File: config.mk
export PLATFORM = sky130hd
export DESIGN_NAME = game_ctrl
export DESIGN_NICKNAME = d
export VERILOG_FILES = /design/src/rtl/game_pkg.sv /design/src/rtl/game_ctrl_ps2_key_decoder.sv /design/src/rtl/game_ctrl.sv
export SDC_FILE = /design/constraint.sdc
export NUM_CORES = 1
export LEC_CHECK = 0
export CAP_MARGIN = 20
export CELL_PAD_IN_SITES_DETAIL_PLACEMENT = 0
export CELL_PAD_IN_SITES_GLOBAL_PLACEMENT = 1
export CORE_AREA = 3 3 62 121
export CTS_CLUSTER_SIZE = 25
export DETAILED_ROUTE_END_ITERATION = 12
export DIE_AREA = 0 0 65 124
export PLACE_DENSITY = 0.71
export SLEW_MARGIN = 20
export SYNTH_ARGS = -nofsm -noshare
export SYNTH_HDL_FRONTEND = slang
export SYNTH_SLANG_ARGS = --single-unit
File: constraint.sdc
create_clock -name clk -period 1.8 [get_ports clk]
set_clock_uncertainty 0.15 [all_clocks]
set_input_delay 0.36 -clock clk [delete_from_list [all_inputs] [get_ports clk]]
set_output_delay 0.36 -clock clk [all_outputs]
set_load 0.01 [all_outputs]
File: src/rtl/game_pkg.sv
// Shared scan codes, FSM state encoding and score width for the game controller.
// GAME_CTRL_PAUSE_EN adds the PAUSE state encoding.
package game_pkg;

    localparam int SCORE_W = 4;

    localparam logic [7:0] KEY_P0_UP = 8'h1D;
    localparam logic [7:0] KEY_P0_DN = 8'h1B;
    localparam logic [7:0] KEY_P1_UP = 8'h43;
    localparam logic [7:0] KEY_P1_DN = 8'h42;
    localparam logic [7:0] KEY_START = 8'h29;
    localparam logic [7:0] KEY_PAUSE = 8'h4D;
    localparam logic [7:0] KEY_BREAK = 8'hF0;

    typedef enum logic [2:0] {
        ST_IDLE  = 3'd0,
        ST_SERVE = 3'd1,
        ST_PLAY  = 3'd2,
        ST_POINT = 3'd3,
`ifdef GAME_CTRL_PAUSE_EN
        ST_OVER  = 3'd4,
        ST_PAUSE = 3'd5
`else
        ST_OVER  = 3'd4
`endif
    } state_t;

    // Scores stick at full scale instead of wrapping back to zero.
    function automatic logic [SCORE_W-1:0] score_inc(input logic [SCORE_W-1:0] s);
        return (s == '1) ? s : s + SCORE_W'(1);
    endfunction

endpackage

File: src/rtl/game_ctrl_ps2_key_decoder.sv
// PS/2 make/break decoder: an F0 prefix turns the following byte into a release.
module ps2_key_decoder
    import game_pkg::*;
(
    input  logic       clk,
    input  logic       rst_n,
    input  logic [7:0] keycode,
    input  logic       key_valid,
    output logic [7:0] code,
    output logic       make,
    output logic       brk
);

    logic brk_flag;

    always_ff @(posedge clk) begin
        if (!rst_n) begin
            brk_flag <= 1'b0;
        end else if (key_valid) begin
            brk_flag <= (keycode == KEY_BREAK);
        end
    end

    // Strobes are combinational so the consumer can act on the same edge.
    assign code = keycode;
    assign make = key_valid && (keycode != KEY_BREAK) && !brk_flag;
    assign brk  = key_valid && (keycode != KEY_BREAK) && brk_flag;

endmodule

File: src/rtl/game_ctrl.sv
// Two-player paddle game controller: key hold registers, serve/play/score FSM.
// Optional PAUSE state enabled by defining GAME_CTRL_PAUSE_EN.
module game_ctrl
    import game_pkg::*;
#(
    parameter int WIN_SCORE    = 7,
    parameter int SERVE_FRAMES = 60
) (
    input  logic               clk,
    input  logic               rst_n,
    input  logic [7:0]         keycode,
    input  logic               key_valid,
    input  logic               frame_tick,
    input  logic               ball_miss,
    input  logic               miss_side,
    output logic [7:0]         key0,
    output logic [7:0]         key1,
    output logic               space,
    output logic [SCORE_W-1:0] score0,
    output logic [SCORE_W-1:0] score1,
    output logic [2:0]         state,
    output logic               winner
);

    localparam logic [SCORE_W-1:0] WIN_VAL    = SCORE_W'(WIN_SCORE);
    localparam logic [7:0]         SERVE_LAST = 8'(SERVE_FRAMES - 1);

    state_t     cur;
    logic [7:0] hold0;
    logic [7:0] hold1;
    logic [7:0] frame_cnt;
    logic       pt_side;
    logic [7:0] code;
    logic       make;
    logic       brk;
    logic       start_mk;
    logic       pause_mk;

    ps2_key_decoder u_dec (
        .clk       (clk),
        .rst_n     (rst_n),
        .keycode   (keycode),
        .key_valid (key_valid),
        .code      (code),
        .make      (make),
        .brk       (brk)
    );

    assign start_mk = make && (code == KEY_START);
    assign pause_mk = make && (code == KEY_PAUSE);

    // Hold registers track keys regardless of game state; last-pressed wins.
    always_ff @(posedge clk) begin
        if (!rst_n) begin
            hold0 <= 8'h00;
            hold1 <= 8'h00;
        end else begin
            if (make && (code == KEY_P0_UP || code == KEY_P0_DN)) hold0 <= code;
            else if (brk && code == hold0)                        hold0 <= 8'h00;
            if (make && (code == KEY_P1_UP || code == KEY_P1_DN)) hold1 <= code;
            else if (brk && code == hold1)                        hold1 <= 8'h00;
        end
    end

    always_ff @(posedge clk) begin
        if (!rst_n) begin
            cur       <= ST_IDLE;
            space     <= 1'b0;
            score0    <= '0;
            score1    <= '0;
            winner    <= 1'b0;
            frame_cnt <= 8'd0;
            pt_side   <= 1'b0;
        end else begin
            case (cur)
                ST_IDLE, ST_OVER: begin
                    if (start_mk) begin
                        cur       <= ST_SERVE;
                        score0    <= '0;
                        score1    <= '0;
                        frame_cnt <= 8'd0;
                    end
                end
                ST_SERVE: begin
                    if (frame_tick) begin
                        if (frame_cnt == SERVE_LAST) begin
                            cur       <= ST_PLAY;
                            space     <= 1'b1;
                            frame_cnt <= 8'd0;
                        end else begin
                            frame_cnt <= frame_cnt + 8'd1;
                        end
                    end
                end
                ST_PLAY: begin
                    if (ball_miss) begin
                        cur     <= ST_POINT;
                        space   <= 1'b0;
                        pt_side <= ~miss_side;
                        if (miss_side) score0 <= score_inc(score0);
                        else           score1 <= score_inc(score1);
                    end
`ifdef GAME_CTRL_PAUSE_EN
                    else if (pause_mk) begin
                        cur   <= ST_PAUSE;
                        space <= 1'b0;
                    end
`endif
                end
                ST_POINT: begin
                    if ((pt_side ? score1 : score0) == WIN_VAL) begin
                        cur    <= ST_OVER;
                        winner <= pt_side;
                    end else begin
                        cur       <= ST_SERVE;
                        frame_cnt <= 8'd0;
                    end
                end
`ifdef GAME_CTRL_PAUSE_EN
                ST_PAUSE: begin
                    if (pause_mk) begin
                        cur   <= ST_PLAY;
                        space <= 1'b1;
                    end
                end
`endif
                default: begin
                    cur   <= ST_IDLE;
                    space <= 1'b0;
                end
            endcase
        end
    end

    assign key0  = (cur == ST_SERVE || cur == ST_PLAY) ? hold0 : 8'h00;
    assign key1  = (cur == ST_SERVE || cur == ST_PLAY) ? hold1 : 8'h00;
    assign state = cur;

endmodule
==> impl_metrics.json <==
{
  "h-tree-depth": 2,
  "cts_sinks": 39,
  "pwr-share-clk_pct": 53.2,
  "nNetsFinal": 356,
  "crit_arrival_ps": 1450,
  "via_per_inst": 5.32,
  "power_mw": 2.21,
  "min_period_ps": 1960,
  "timing.final.ws_setup_ps": -157,
  "num_io_pins": 43,
  "cpLargestDelayFamily": "simple AND/OR/NAND/NOR gates",
  "powerDensity_nw_per_um2": 640,
  "fin_cells": 428,
  "drive_above_1_share_pct": 34.4,
  "min_period_over_period_pct": 109,
  "num-fill-cells": 686,
  "dominantRegCellSynth": "dfxtp_1",
  "yosys_register_bits": 39,
  "antenna_found_initial": 0,
  "status": "finished with violations",
  "synthCells": 263,
  "place_area_um2": 3060,
  "max_cap_viol_count": 0,
  "area_growth_pct": 50.8,
  "firstDrtPassIters": 4,
  "max-vdd-ir-drop_mv": 0.518,
  "dp_hpwl_um": 5120,
  "cts_buffers": 5,
  "setup_viol": 23,
  "worstMarginPinSlew_ps": 370,
  "dp_cells": 414,
  "grt_pass1_vias": 2350,
  "synth_cell_type_count": 51,
  "drc": 0,
  "grt-ovfl-total": 0,
  "clk_pin_slew_ps": 60,
  "violations": "negative setup slack",
  "synth_edf_count": 0,
  "worst_ep_required_time_ps": 1290,
  "gp_congestion": 0.816,
  "drv_slew": 0,
  "whs_ps": 327,
  "wl_per_cell_um": 15.8,
  "grt_max_degree": 22,
  "rsz0062_at_grt": "true",
  "ant_nets": 0,
  "cp.buffers_inverters": 3,
  "die_area_um2": 8060,
  "netlist_area_um2": 2290,
  "drt_iter0_markers": 79,
  "criticalPathCategory": "register to primary output",
  "start_kind": "register",
  "power.internal_mw": 1.74,
  "slew_headroom_pct": 75.2,
  "drt_wl_total_um": 6760,
  "start_util_pct": 34.3,
  "slowest_stage": "dfxtp_2",
  "power_switching_share_pct": 21.3,
  "crit_chain": "buf_6, nor3b_4, nor2_4, buf_12, nor2b_2, buf_2",
  "async_reset_ff_share_pct": 0,
  "layout_commonest_cell": "buf_4",
  "path_max_fanout": 11,
  "p_seq_share_pct": 39.1,
  "setup_tns_ps": -2440,
  "final_cell_area_um2": 3450,
  "rows": 42,
  "track_usage_pct": 17.9,
  "p_switching_mw": 0.470,
  "num_antenna_cells": 0,
  "die_width_um": 65,
  "die_h_um": 124,
  "end_kind": "primary output",
  "cts.hold.buffers_added": 0,
  "synth_fp_nets": 280,
  "cts_tree": "yes",
  "synth_area_per_cell_um2": 8.69,
  "final_core_util_pct": 51.7,
  "clock_latency_ps": 290,
  "max_freq_mhz": 511,
  "hold_viol_final": 0,
  "ys_seq_area_share_pct": 34.2,
  "vias": 2275,
  "place_ws_ps": -605,
  "leakage_nw": 1.35,
  "layout_common_cells": "buf_4, dfxtp_1, nand2_1",
  "clk_path_buf_depth": 2,
  "numPortBuffers": 42,
  "clk_root_buffer_cell": "clkbuf_16",
  "synth_warnings": 0,
  "hold_class": "register to register",
  "grt_pass1_wl_um": 11200,
  "p_comb_share_pct": 7.7,
  "slowest_delay_ps": 330,
  "core_area_um2": 6670
}
[worst paths after layout]
check,startpoint,to,slack [ps],depth (start not counted)
setup / recovery,state[0],key1[0],-160,6
hold / removal,score1[0],score1[0],330,1
setup reg to reg,state[0],frame_cnt[6],-40,6
hold reg to reg,score1[0],score1[0],330,1
[kinds of logic after synthesis]
family	count (synthesis)	synth area share, %
multiplexers	2	0.876
AO/OA/AOI/OAI	67	20.3
buffers and inverters	23	4.76
adder cells (fa/ha/maj)	3	1.64
flip-flops	39	34.2
AND/OR/NAND/NOR	112	31.8
XOR/XNOR	17	6.51
[flip-flops by register name (all words and copies together), names as in the netlist]
name and flops:
score1 4, hold0 8, state 3, score0 4, hold1 8, space 1
winner 1, frame_cnt 8, u_dec.brk_flag 1, pt_side 1
[cell type report]
cell class | instances | area [um2] | area share, %
Clock inverter | 3 | 67.6 | 1.96
Timing Repair Buffer | 85 | 729 | 21.2
Sequential cell | 39 | 797 | 23.1
Clock buffer | 5 | 125 | 3.63
Multi-Input combinational cell | 201 | 1590 | 46.2
Inverter | 7 | 26.3 | 0.762
Tap cell | 88 | 110 | 3.19
[synth_stat cells (5+ instances only)]
library cell  number  area, um2
and3_1             6       37.5
a21oi_1           14       70.1
a311oi_1           6       52.6
clkbuf_1           9       33.8
a31oi_1            6       37.5
nand2_1           21       78.8
nor2b_1           19        119
nor2_1            11       41.3
dfxtp_1           39        781
nor4_1             6       37.5
xor2_1            17        149
o21ai_0           18       90.1
nand3_1           10       50.1
a41oi_1            5       43.8
nor3b_1            6       45.0
inv_1              7       26.3
[worst register-to-register path, cell delays in order, from the launching register on]
cell      delay (ps)
dfxtp_2          350
buf_4            180
or3b_4           460
nor2_8           120
buf_12           120
a41oi_1          120
a311oi_1         260
[repair_timing]
action / CTS / global route
setup endpoints to repair: 53 / 46
pin swaps: 9 / 4
gates resized for setup: 110 / 22
setup buffers: 4 / 2
[power groups by stage]
| stage | Combinational [mW] | Clock [mW] | Sequential (mW) |
|---|---|---|---|
| after floorplan | 0.0666 | 0 | 0.885 |
| after CTS | 0.165 | 1.18 | 0.863 |
| after detailed placement | 0.162 | 0 | 0.885 |
| final | 0.171 | 1.17 | 0.863 |
| after global placement | 0.161 | 0 | 0.885 |
| after global routing | 0.185 | 1.23 | 0.862 |
[layer usage]
| metal | wire, um | up-vias | track usage [%] |
|---|---|---|---|
| met5 | 0 | - | 0 |
| met4 | 141 | 0 | 7.02 |
| met3 | 188 | 10 | 2.80 |
| met2 | 3930 | 45 | 35.8 |
| met1 | 2510 | 1095 | 17.8 |
| li1 | - | 1125 | - |
No activity file was read; power rests on OpenSTA's default activity.
